### src/rtl/ps2_mouse_packet_rx_if.sv
// ---------------------------------------------------------------------------
// ps2_mouse_packet_rx_if
//   Output bundle of the PS/2 mouse packet receiver, consumed by the
//   downstream mouse controller stage.
//
//   button_left/right/middle : latched button state of the last good packet
//   dx, dy                   : signed 9-bit deltas of the last good packet
//   x, y                     : clamped absolute cursor position
//   pkt_valid                : one-cycle pulse when a packet is accepted
//   frame_err                : one-cycle pulse on a parity or stop-bit error
//   sync_err                 : one-cycle pulse when a header byte is rejected
//
//   master : the receiver (drives everything)
//   slave  : the consumer (reads everything)
// ---------------------------------------------------------------------------
interface ps2_mouse_packet_rx_if;
    logic              button_left;
    logic              button_right;
    logic              button_middle;
    logic signed [8:0] dx;
    logic signed [8:0] dy;
    logic [10:0]       x;
    logic [10:0]       y;
    logic              pkt_valid;
    logic              frame_err;
    logic              sync_err;

    modport master (
        output button_left, button_right, button_middle,
        output dx, dy, x, y,
        output pkt_valid, frame_err, sync_err
    );

    modport slave (
        input button_left, button_right, button_middle,
        input dx, dy, x, y,
        input pkt_valid, frame_err, sync_err
    );
endinterface

### src/rtl/ps2_mouse_packet_rx.sv
// ---------------------------------------------------------------------------
// ps2_mouse_packet_rx
//   Receive-only PS/2 mouse front end. Deserializes 11-bit frames (start,
//   8 data LSB first, odd parity, stop) sampled on the rising edge of the
//   device clock, assembles 3-byte mouse packets and integrates the deltas
//   into a clamped absolute cursor position.
//
//   PS2_CLK : device-driven clock, all state updates on its rising edge
//   reset   : synchronous, active-high
//   PS2_DAT : serial data from the mouse
//   mouse   : output bundle (buttons, dx/dy, x/y, status pulses)
// ---------------------------------------------------------------------------
module ps2_mouse_packet_rx #(
    parameter int WIDTH  = 640,
    parameter int HEIGHT = 480
) (
    input  logic                  PS2_CLK,
    input  logic                  reset,
    input  logic                  PS2_DAT,
    ps2_mouse_packet_rx_if.master mouse
);

    localparam logic [1:0] ST_IDLE   = 2'd0;
    localparam logic [1:0] ST_DATA   = 2'd1;
    localparam logic [1:0] ST_PARITY = 2'd2;
    localparam logic [1:0] ST_STOP   = 2'd3;

    localparam logic signed [12:0] X_MAX = 13'(WIDTH - 1);
    localparam logic signed [12:0] Y_MAX = 13'(HEIGHT - 1);

    logic [1:0]        state_q, state_d;
    logic [2:0]        cnt_q, cnt_d;
    logic [7:0]        shift_q, shift_d;
    logic              par_q, par_d;
    logic [1:0]        idx_q, idx_d;
    // Header byte without its always-one sync bit:
    // [6]=Y ovf [5]=X ovf [4]=Y sign [3]=X sign [2]=M [1]=R [0]=L
    logic [6:0]        hdr_q, hdr_d;
    logic [7:0]        xmag_q, xmag_d;
    logic              btn_l_q, btn_l_d;
    logic              btn_r_q, btn_r_d;
    logic              btn_m_q, btn_m_d;
    logic signed [8:0] dx_q, dx_d;
    logic signed [8:0] dy_q, dy_d;
    logic [10:0]       x_q, x_d;
    logic [10:0]       y_q, y_d;
    logic              pkt_q, pkt_d;
    logic              ferr_q, ferr_d;
    logic              serr_q, serr_d;

    // Byte-2 candidate values; only committed when byte 2's stop bit is good.
    logic signed [8:0]  dx_new, dy_new;
    logic signed [12:0] x_sum, y_sum;
    logic [10:0]        x_clamped, y_clamped;
    logic               byte_ok;

    // Odd parity over data+parity, and the stop bit is the bit being sampled now.
    assign byte_ok = (^{shift_q, par_q}) & PS2_DAT;

    assign dx_new = hdr_q[5] ? 9'sd0 : $signed({hdr_q[3], xmag_q});
    assign dy_new = hdr_q[6] ? 9'sd0 : $signed({hdr_q[4], shift_q});

    // +Y from the mouse is up, screen y grows downward.
    assign x_sum = $signed({2'b00, x_q}) + $signed({{4{dx_new[8]}}, dx_new});
    assign y_sum = $signed({2'b00, y_q}) - $signed({{4{dy_new[8]}}, dy_new});

    always_comb begin
        x_clamped = x_sum[10:0];
        if (x_sum < 13'sd0) begin
            x_clamped = 11'd0;
        end else if (x_sum > X_MAX) begin
            x_clamped = X_MAX[10:0];
        end
        y_clamped = y_sum[10:0];
        if (y_sum < 13'sd0) begin
            y_clamped = 11'd0;
        end else if (y_sum > Y_MAX) begin
            y_clamped = Y_MAX[10:0];
        end
    end

    always_comb begin
        state_d = state_q;
        cnt_d   = cnt_q;
        shift_d = shift_q;
        par_d   = par_q;
        idx_d   = idx_q;
        hdr_d   = hdr_q;
        xmag_d  = xmag_q;
        btn_l_d = btn_l_q;
        btn_r_d = btn_r_q;
        btn_m_d = btn_m_q;
        dx_d    = dx_q;
        dy_d    = dy_q;
        x_d     = x_q;
        y_d     = y_q;
        pkt_d   = 1'b0;
        ferr_d  = 1'b0;
        serr_d  = 1'b0;

        case (state_q)
            ST_IDLE: begin
                if (!PS2_DAT) begin
                    state_d = ST_DATA;
                    cnt_d   = 3'd0;
                end
            end
            ST_DATA: begin
                shift_d[cnt_q] = PS2_DAT;
                cnt_d          = cnt_q + 3'd1;
                if (cnt_q == 3'd7) begin
                    state_d = ST_PARITY;
                end
            end
            ST_PARITY: begin
                par_d   = PS2_DAT;
                state_d = ST_STOP;
            end
            default: begin
                state_d = ST_IDLE;
                if (!byte_ok) begin
                    // A corrupted byte breaks packet alignment: restart at the header.
                    ferr_d = 1'b1;
                    idx_d  = 2'd0;
                end else begin
                    case (idx_q)
                        2'd0: begin
                            if (!shift_q[3]) begin
                                serr_d = 1'b1;
                            end else begin
                                hdr_d = {shift_q[7:4], shift_q[2:0]};
                                idx_d = 2'd1;
                            end
                        end
                        2'd1: begin
                            xmag_d = shift_q;
                            idx_d  = 2'd2;
                        end
                        2'd2: begin
                            btn_l_d = hdr_q[0];
                            btn_r_d = hdr_q[1];
                            btn_m_d = hdr_q[2];
                            dx_d    = dx_new;
                            dy_d    = dy_new;
                            x_d     = x_clamped;
                            y_d     = y_clamped;
                            pkt_d   = 1'b1;
                            idx_d   = 2'd0;
                        end
                        default: idx_d = 2'd0;
                    endcase
                end
            end
        endcase
    end

    always_ff @(posedge PS2_CLK) begin
        if (reset) begin
            state_q <= ST_IDLE;
            cnt_q   <= 3'd0;
            shift_q <= 8'd0;
            par_q   <= 1'b0;
            idx_q   <= 2'd0;
            hdr_q   <= 7'd0;
            xmag_q  <= 8'd0;
            btn_l_q <= 1'b0;
            btn_r_q <= 1'b0;
            btn_m_q <= 1'b0;
            dx_q    <= 9'sd0;
            dy_q    <= 9'sd0;
            x_q     <= 11'(WIDTH / 2);
            y_q     <= 11'(HEIGHT / 2);
            pkt_q   <= 1'b0;
            ferr_q  <= 1'b0;
            serr_q  <= 1'b0;
        end else begin
            state_q <= state_d;
            cnt_q   <= cnt_d;
            shift_q <= shift_d;
            par_q   <= par_d;
            idx_q   <= idx_d;
            hdr_q   <= hdr_d;
            xmag_q  <= xmag_d;
            btn_l_q <= btn_l_d;
            btn_r_q <= btn_r_d;
            btn_m_q <= btn_m_d;
            dx_q    <= dx_d;
            dy_q    <= dy_d;
            x_q     <= x_d;
            y_q     <= y_d;
            pkt_q   <= pkt_d;
            ferr_q  <= ferr_d;
            serr_q  <= serr_d;
        end
    end

    assign mouse.button_left   = btn_l_q;
    assign mouse.button_right  = btn_r_q;
    assign mouse.button_middle = btn_m_q;
    assign mouse.dx            = dx_q;
    assign mouse.dy            = dy_q;
    assign mouse.x             = x_q;
    assign mouse.y             = y_q;
    assign mouse.pkt_valid     = pkt_q;
    assign mouse.frame_err     = ferr_q;
    assign mouse.sync_err      = serr_q;

endmodule

### src/flat_wrapper.sv
// flat-port wrapper written by rule: the top's interface ports become plain ports
module ps2_mouse_packet_rx_flat 
#(
    parameter int WIDTH  = 640,
    parameter int HEIGHT = 480
)
  (PS2_CLK, reset, PS2_DAT, mouse_button_left, mouse_button_right, mouse_button_middle, mouse_dx, mouse_dy, mouse_x, mouse_y, mouse_pkt_valid, mouse_frame_err, mouse_sync_err);
  ps2_mouse_packet_rx_if mouse_i ();
  input  logic PS2_CLK;
  input  logic reset;
  input  logic PS2_DAT;
  output wire logic [$bits(mouse_i.button_left)-1:0] mouse_button_left;
  output wire logic [$bits(mouse_i.button_right)-1:0] mouse_button_right;
  output wire logic [$bits(mouse_i.button_middle)-1:0] mouse_button_middle;
  output wire logic [$bits(mouse_i.dx)-1:0] mouse_dx;
  output wire logic [$bits(mouse_i.dy)-1:0] mouse_dy;
  output wire logic [$bits(mouse_i.x)-1:0] mouse_x;
  output wire logic [$bits(mouse_i.y)-1:0] mouse_y;
  output wire logic [$bits(mouse_i.pkt_valid)-1:0] mouse_pkt_valid;
  output wire logic [$bits(mouse_i.frame_err)-1:0] mouse_frame_err;
  output wire logic [$bits(mouse_i.sync_err)-1:0] mouse_sync_err;
  assign mouse_button_left = mouse_i.button_left;
  assign mouse_button_right = mouse_i.button_right;
  assign mouse_button_middle = mouse_i.button_middle;
  assign mouse_dx = mouse_i.dx;
  assign mouse_dy = mouse_i.dy;
  assign mouse_x = mouse_i.x;
  assign mouse_y = mouse_i.y;
  assign mouse_pkt_valid = mouse_i.pkt_valid;
  assign mouse_frame_err = mouse_i.frame_err;
  assign mouse_sync_err = mouse_i.sync_err;
  ps2_mouse_packet_rx #(.WIDTH(WIDTH), .HEIGHT(HEIGHT)) u_core (.PS2_CLK(PS2_CLK), .reset(reset), .PS2_DAT(PS2_DAT), .mouse(mouse_i));
endmodule
### config.mk
export PLATFORM = sky130hd
export DESIGN_NAME = ps2_mouse_packet_rx_flat
export DESIGN_NICKNAME = d
export VERILOG_FILES = /design/src/rtl/ps2_mouse_packet_rx_if.sv /design/src/rtl/ps2_mouse_packet_rx.sv /design/src/flat_wrapper.sv
export SDC_FILE = /design/constraint.sdc
export NUM_CORES = 1
export LEC_CHECK = 0
export BUFFER_PORTS_ARGS = -buffer_cell sky130_fd_sc_hd__buf_2
export CAP_MARGIN = 0
export CORE_UTILIZATION = 51
export DETAILED_ROUTE_END_ITERATION = 8
export GPL_TIMING_DRIVEN = 1
export PLACE_DENSITY = 0.79
export SLEW_MARGIN = 40
export SYNTH_ARGS = -nofsm -noshare
export SYNTH_HDL_FRONTEND = slang
export SYNTH_SLANG_ARGS = --single-unit
### constraint.sdc
create_clock -name PS2_CLK -period 3.7 [get_ports PS2_CLK]
set_input_delay 0 -clock PS2_CLK [delete_from_list [all_inputs] [get_ports PS2_CLK]]
set_output_delay 0 -clock PS2_CLK [all_outputs]
set_load 0.1 [all_outputs]
==> reports/results.ini, run 1 <==
[status]
status = finished, final reports clean

[clock_tree]
htree_num_levels = 3
cts_setup_buffers = 0
path_clk_slew_ps = 90
root_buffer = clkbuf_8
clock_sinks = 77
clockBufferDepth = 2
cts_hold_buf = 0
cts_made_buffers = 9
cts-resized-gates = 0
cts_tree = yes
clk-insertion-delay-late_ps = 370

[critical_path]
r2r_cells = 10
endpoint = u_core.mouse.y[5]
reg2reg_from = u_core.hdr_q[6]
cp-start-kind = flip-flop
cp_max_fo = 10
worst_r2r_endpoint = u_core.mouse.y[5]
critPathKind = reg2reg
regToRegSetupSlack_ps = 670
startpoint = u_core.hdr_q[6]
crit_arrival_ps = 3300
required_ps = 3970
endpoint_kind = flip-flop

[synthesis]
synth-edff-count = 0
yosys_warnings = 0
synth_area_leaders = dfxtp_1 (36%), ha_1 (7.7%), mux2i_1 (6.4%), a21oi_1 (5.4%), nor2_1 (4.9%)
synth_top_area_frac = 0.363
synthesis.area_um2 = 4250
synth.most_common_cell = dfxtp_1
syn_area_per_cell_um2 = 8.45
async_reset_ff_frac = 0
yosysSeqAreaShare = 0.363
yosysUniqueCellTypes = 64
synthCells = 503
ys_ff_latch = 77
synth_common_cells = dfxtp_1 (77), nor2_1 (55), nand2_1 (53)
yosys.area.top_type = dfxtp_1
ys.flop_type = dfxtp_1
syn-num-nets = 534

[floorplan]
start_util = 0.539
die_y_um = 93.3
core_area_um2 = 7890
std_cell_rows = 32
die_area_um2 = 8700
io_pins = 49
die_w_um = 93.3

[cells_and_area]
nets = 572
area_growth_pct = 12.6
drive_gt1_frac = 0.147
fillers = 686
finalNonFillerCells = 648
antenna_cells = 0

[global_route]
grt_max_degree = 36
grt_pass1_wl_um = 16200
gr-total-overflow = 0
antenna_found_initial = 0
first_global_vias = 3422
grt_use_total = 0.238

[timing]
grt_setup_unrepaired = false
drv_slew = 0
max_clock_freq_mhz = 331
period_share = 0.818
tightest_slew_ps = 761
setup_viol = 0
finalClockSkew_ps = 7.54
tns_ps = 0
finalHoldViolCount = 0
max_slew_margin = 0.488
min_period_ps = 3030

[job]
drv_cap = 0

[power_and_ir_drop]
ir_drop_mv = 0.232
intPower_uw = 1370
seq_power_share = 0.459
comb_power_share = 0.154
p_per_area_nw_per_um2 = 400
power_frac_clock = 0.387
sw_frac_of_total = 0.282
leakagePower_uw = 0.00204
p_sw_uw = 540

[placement]
dpl.hpwl_um = 6960
io_buffers = 48
gp_congestion = 0.953
placedCellCount = 632

[route]
vias = 3745
dr.pass1.iters = 5
routed_via_density = 5.78
drcViolationCount = 0
post_drt_wl_per_cell_um = 15.0
drt_iter0_drc = 241
ant_nets = 0
postRouteWirelength_um = 9740

[worst_hold_path]
hold_class = in2reg

-- how the worst min path moves through the flow --
stage                     slack, ps  startpoint                     end  depth (start not counted)
after floorplan                 170       reset  u_core.mouse.pkt_valid                          2
after detailed placement        430     PS2_DAT       u_core.shift_q[5]                          3
after CTS                        50     PS2_DAT       u_core.shift_q[5]                          3
after global routing             80     PS2_DAT            u_core.par_q                          3
after global placement          420     PS2_DAT       u_core.shift_q[5]                          3
final                            50     PS2_DAT       u_core.shift_q[5]                          3
-- placed cells by master, fill, tap and decap left out, drive strengths merged, types with 7 or more instances in the layout --
master / n
a21oi: 47
a31oi: 8
buf: 52
clkbuf: 11
dfxtp: 77
ha: 26
inv: 19
mux2i: 27
nand2: 54
nand2b: 18
nor2: 56
nor2b: 13
nor3: 8
o21a: 7
o21ai: 25
xnor2: 10
xor2: 8
-- power by group through the flow --
| stage | registers (uW) | clock network, uW | logic, uW |
|---|---|---|---|
| 2_1_floorplan | 925 | 0 | 204 |
| 3_3_place_gp | 894 | 0 | 282 |
| 3_5_place_dp | 897 | 0 | 290 |
| 4_1_cts | 878 | 751 | 292 |
| 5_1_grt | 881 | 787 | 330 |
| 6_report | 878 | 742 | 295 |
-- registers in the layout, indices dropped and copies added (netlist names), 2 cells and up --
name and flops:
u_core.idx_q 2, u_core.xmag_q 8, u_core.state_q 2, u_core.hdr_q 7, u_core.mouse.y 11, u_core.mouse.dy 9, u_core.cnt_q 3, u_core.mouse.x 11
u_core.shift_q 8, u_core.mouse.dx 9
-- per-layer routing --
layer | share of wire | track usage
met4 | 0.016 | 0.0846
met5 | 0 | 0
met1 | 0.46 | 0.309
met2 | 0.47 | 0.393
met3 | 0.052 | 0.0455
-- final cells by class --
class / instances / area (um^2) / area share
Clock buffer: 11 / 151 / 0.0316
Clock inverter: 5 / 82.6 / 0.0173
Inverter: 19 / 71.3 / 0.0149
Multi-Input combinational cell: 382 / 2540 / 0.531
Sequential cell: 77 / 1540 / 0.322
Tap cell: 102 / 128 / 0.0267
Timing Repair Buffer: 52 / 270 / 0.0565
-- stage by stage --
step                instance area [um^2]  hold WS [ps]  setup slack, ps   util  total power [uW]
floorplan                           4250           167              422      -              1130
global placement                    4550           420              788  0.577              1180
detailed placement                  4550           430              710  0.577              1190
CTS                                 4780          45.1              692  0.607              1920
global route                        4780          82.6              392  0.607              2000
finish                              4780          51.5              675  0.607              1910
-- cells by family (layout without fill, tap and decap cells) --
group	after synthesis	after routing	synth area share
flip-flops	77	77	0.363
multiplexers	29	29	0.0707
AO/OA/AOI/OAI	123	123	0.185
buffers and inverters	44	87	0.0427
AND/OR/NAND/NOR	182	182	0.205
XOR/XNOR	20	20	0.0477
adder cells (fa/ha/maj)	28	28	0.0860
-- worst max-delay path, stage by stage (launching register included) --
cell,delay [ps]
dfxtp_1,450
nor2b_1,100
ha_1,210
fa_1,420
nor2b_1,200
o2111ai_1,210
nand2_2,170
a31o_1,240
mux2_4,320
o211a_1,360
a31o_1,250
Note: power is estimated with default switching activity, not from simulation.
==> run 2: changes to the inputs <==
- ABC_AREA: unset -> 1
- PLACE_DENSITY: 0.79 -> 0.82
- clock period: 3.7 -> 2.5 ns (I/O delays scaled with it)
==> run 2 against run 1 <==
Global-route usage up 1.2 points; via count up 19%; non-clock buffer count is 21 higher; die area is 4.7% higher; critical endpoint is now u_core.mouse.y[4]; highest routed layer unchanged.
==> reports/results.ini, run 2 <==
[status]
status = finished, final reports clean

[worst_hold_path]
min_delay_path_depth = 3  ; unchanged
hold_class = in2reg
hold_start = PS2_DAT

[synthesis]
ys.flop_type = dfxtp_1
synth_area_leaders = dfxtp_1 (35%), nand2_1 (14%), a21oi_1 (7.8%), ha_1 (7.3%), inv_1 (6.6%)
yosys.area.top_type = dfxtp_1
synth_top_family_by_area = simple AND/OR/NAND/NOR gates
ys_ff_latch = 77  ; unchanged
synth_top_area_frac = 0.346  ; -0.0167
synth-edff-count = 0  ; unchanged
syn_area_per_cell_um2 = 6.93  ; -18%
synthSimpleGateAreaFrac = 0.294  ; +0.0891
yosysUniqueCellTypes = 39  ; -39%
synth_mux_area_frac = 0  ; -0.0707
synthCells = 643  ; +28%
synth_compound_area_frac = 0.156  ; -0.0293
yosysSeqAreaShare = 0.346  ; -0.0167
synth_xor_area_frac = 0.0315  ; -0.0162
synth_common_cells = nand2_1 (163), inv_1 (78), dfxtp_1 (77)
yosys_warnings = 0  ; unchanged
syn-num-nets = 674  ; +26%
synth.most_common_cell = nand2_1
synthAdderAreaFrac = 0.0820  ; -0.00396
async_reset_ff_frac = 0  ; unchanged
synthesis.area_um2 = 4460  ; +4.8%

[floorplan]
die_w_um = 95.5  ; +2.3%
die_area_um2 = 9110  ; +4.7%
std_cell_rows = 33  ; +3.1%
start_util = 0.534  ; -0.00466
io_pins = 49  ; unchanged
die_y_um = 95.5  ; +2.3%
core_area_um2 = 8340  ; +5.7%

[power_and_ir_drop]
leakagePower_uw = 0.00255  ; +25%
intPower_uw = 2100  ; +53%
seq_power_share = 0.423  ; -0.036
p_sw_uw = 951  ; +76%
ir_drop_mv = 0.566  ; +140%
power_frac_clock = 0.347  ; -0.040
comb_power_share = 0.230  ; +0.076
p_per_area_nw_per_um2 = 564  ; +41%
sw_frac_of_total = 0.311  ; +0.0293

[cells_and_area]
layout_common_cells = nand2_1 (149), inv_1 (73), nor2_1 (65)
drive_gt1_frac = 0.240  ; +0.0937
antenna_cells = 0  ; unchanged
area_growth_pct = 21.5
nets = 742  ; +30%
finish.utilization = 0.649  ; +0.0427
fin_area_um2 = 5420  ; +13%
finalNonFillerCells = 821  ; +27%
final_common_cell = nand2_1

[placement]
dpl.hpwl_um = 7790  ; +12%
gp_congestion = 0.935  ; -1.9%
io_buffers = 48  ; unchanged
placedCellCount = 797  ; +26%
dpl-instance-area_um2 = 4890  ; +7.4%

[route]
routed_via_density = 5.42  ; -6.2%
ant_nets = 0  ; unchanged
drcViolationCount = 0  ; unchanged
dr.pass1.iters = 4  ; -1
postRouteWirelength_um = 11500  ; +18%
post_drt_wl_per_cell_um = 14.0  ; -7.2%
vias = 4453  ; +19%
drt_iter0_drc = 210  ; -13%

[clock_tree]
clockBufferDepth = 2  ; unchanged
clk-insertion-delay-late_ps = 350  ; -20 ps
clock_sinks = 77  ; unchanged
cts_made_buffers = 9  ; unchanged
htree_num_levels = 3  ; unchanged
cts_tree = yes
path_clk_slew_ps = 80  ; about the same
root_buffer = clkbuf_8
cts_hold_buf = 0  ; unchanged

[timing]
tightest_slew_ps = 546  ; -215 ps
finalClockSkew_ps = 8.12  ; +0.590 ps
max_clock_freq_mhz = 406  ; +23%
min_period_ps = 2460  ; -565 ps
finalHoldViolCount = 0  ; unchanged
period_share = 0.984  ; +0.167
max_slew_margin = 0.635  ; +0.147
setup_viol = 0  ; unchanged
tns_ps = 0  ; unchanged
drv_slew = 0  ; unchanged

[critical_path]
endpoint_kind = flip-flop
reg2reg_from = u_core.hdr_q[6]
crit_arrival_ps = 2710  ; -590 ps
cp_max_fo = 8  ; -2
r2r_cells = 15  ; +5
required_ps = 2750  ; -1220 ps
cp_slowest_cell = fa_2
critPathKind = reg2reg
path_cells = inv_2 > nand2_2 > inv_2 > ha_4 > fa_2 > inv_2 > nand2_2 > a21oi_2 > nand4_1 > nand4_1 > nor2_2 > nor2_4 > nand2_2 > o21ai_1 > nand2_1
startpoint = u_core.hdr_q[6]
cp-start-kind = flip-flop
worst_path_largest_cell_delay_ps = 390  ; -60 ps

[global_route]
antenna_found_initial = 0  ; unchanged
grt_max_degree = 42  ; +17%
grt_pass1_wl_um = 17800  ; +9.8%
gr-total-overflow = 0  ; unchanged
first_global_vias = 3942  ; +15%
grt_use_total = 0.250  ; +0.0124

[job]
drv_cap = 0  ; unchanged

## run 2: cell type report
| cell class | instances | area [um^2] |
|---|---|---|
| multi-input combinational | 470 | 2750 |
| clock inverter | 6 | 86.3 |
| fill | 727 | 2930 |
| tap | 105 | 131 |
| sequential | 77 | 1570 |
| clock buffer | 10 | 138 |
| timing repair buffer | 73 | 432 |
| inverter | 80 | 302 |
## run 2: metrics by stage
stage,hold slack [ps],total power (uW),setup WS (ps)
floorplan,179,1790,2.01
global placement,401,1900,4.20
detailed placement,407,1920,-94.4
CTS,46.8,2980,1.28
global route,85.1,3200,-47.3
finish,64.2,3060,39.7
## run 2: cell families after synthesis
logic type	after synthesis
AO/OA/AOI/OAI	126
adder cells (fa/ha/maj)	28
buffers and inverters	97
AND/OR/NAND/NOR	299
XOR/XNOR	16
flip-flops	77
## run 2: routing by layer
metal / vias to the layer above / wire, um / global-route usage
li1: 2243 / - / -
met5: - / 0 / 0
met4: 0 / 283 / 0.112
met3: 29 / 586 / 0.0351
met2: 151 / 5490 / 0.421
met1: 2030 / 5100 / 0.317
## run 2: repair_timing
item / in CTS / in global routing
pin swaps: 1 / 17
endpoints found under the setup margin: 17 / 19
gates resized for setup: 5 / 54
gates cloned: 0 / 1
setup buffers: 0 / 7
## run 2: worst paths after layout
| kind | to | slack [ps] |
|---|---|---|
| min reg2reg | u_core.xmag_q[3] | 460 |
| max reg2reg | u_core.mouse.y[4] | 40 |
| min | u_core.mouse.sync_err | 60 |
| max | u_core.mouse.y[4] | 40 |
## run 2: power groups by stage
stage | registers [uW] | logic, uW | clock network [uW]
2_1_floorplan | 1380 | 411 | 0
3_3_place_gp | 1320 | 582 | 0
3_5_place_dp | 1320 | 602 | 0
4_1_cts | 1290 | 617 | 1070
5_1_grt | 1300 | 777 | 1130
6_report | 1290 | 703 | 1060
## run 2: worst max-delay path, delay by kind of cell (launching register included)
kind	cells	cell delay, ps
adder cells (fa/ha/maj)	2	550
AO/OA/AOI/OAI	2	330
flip-flops	1	350
buffers and inverters	3	180
AND/OR/NAND/NOR	8	960
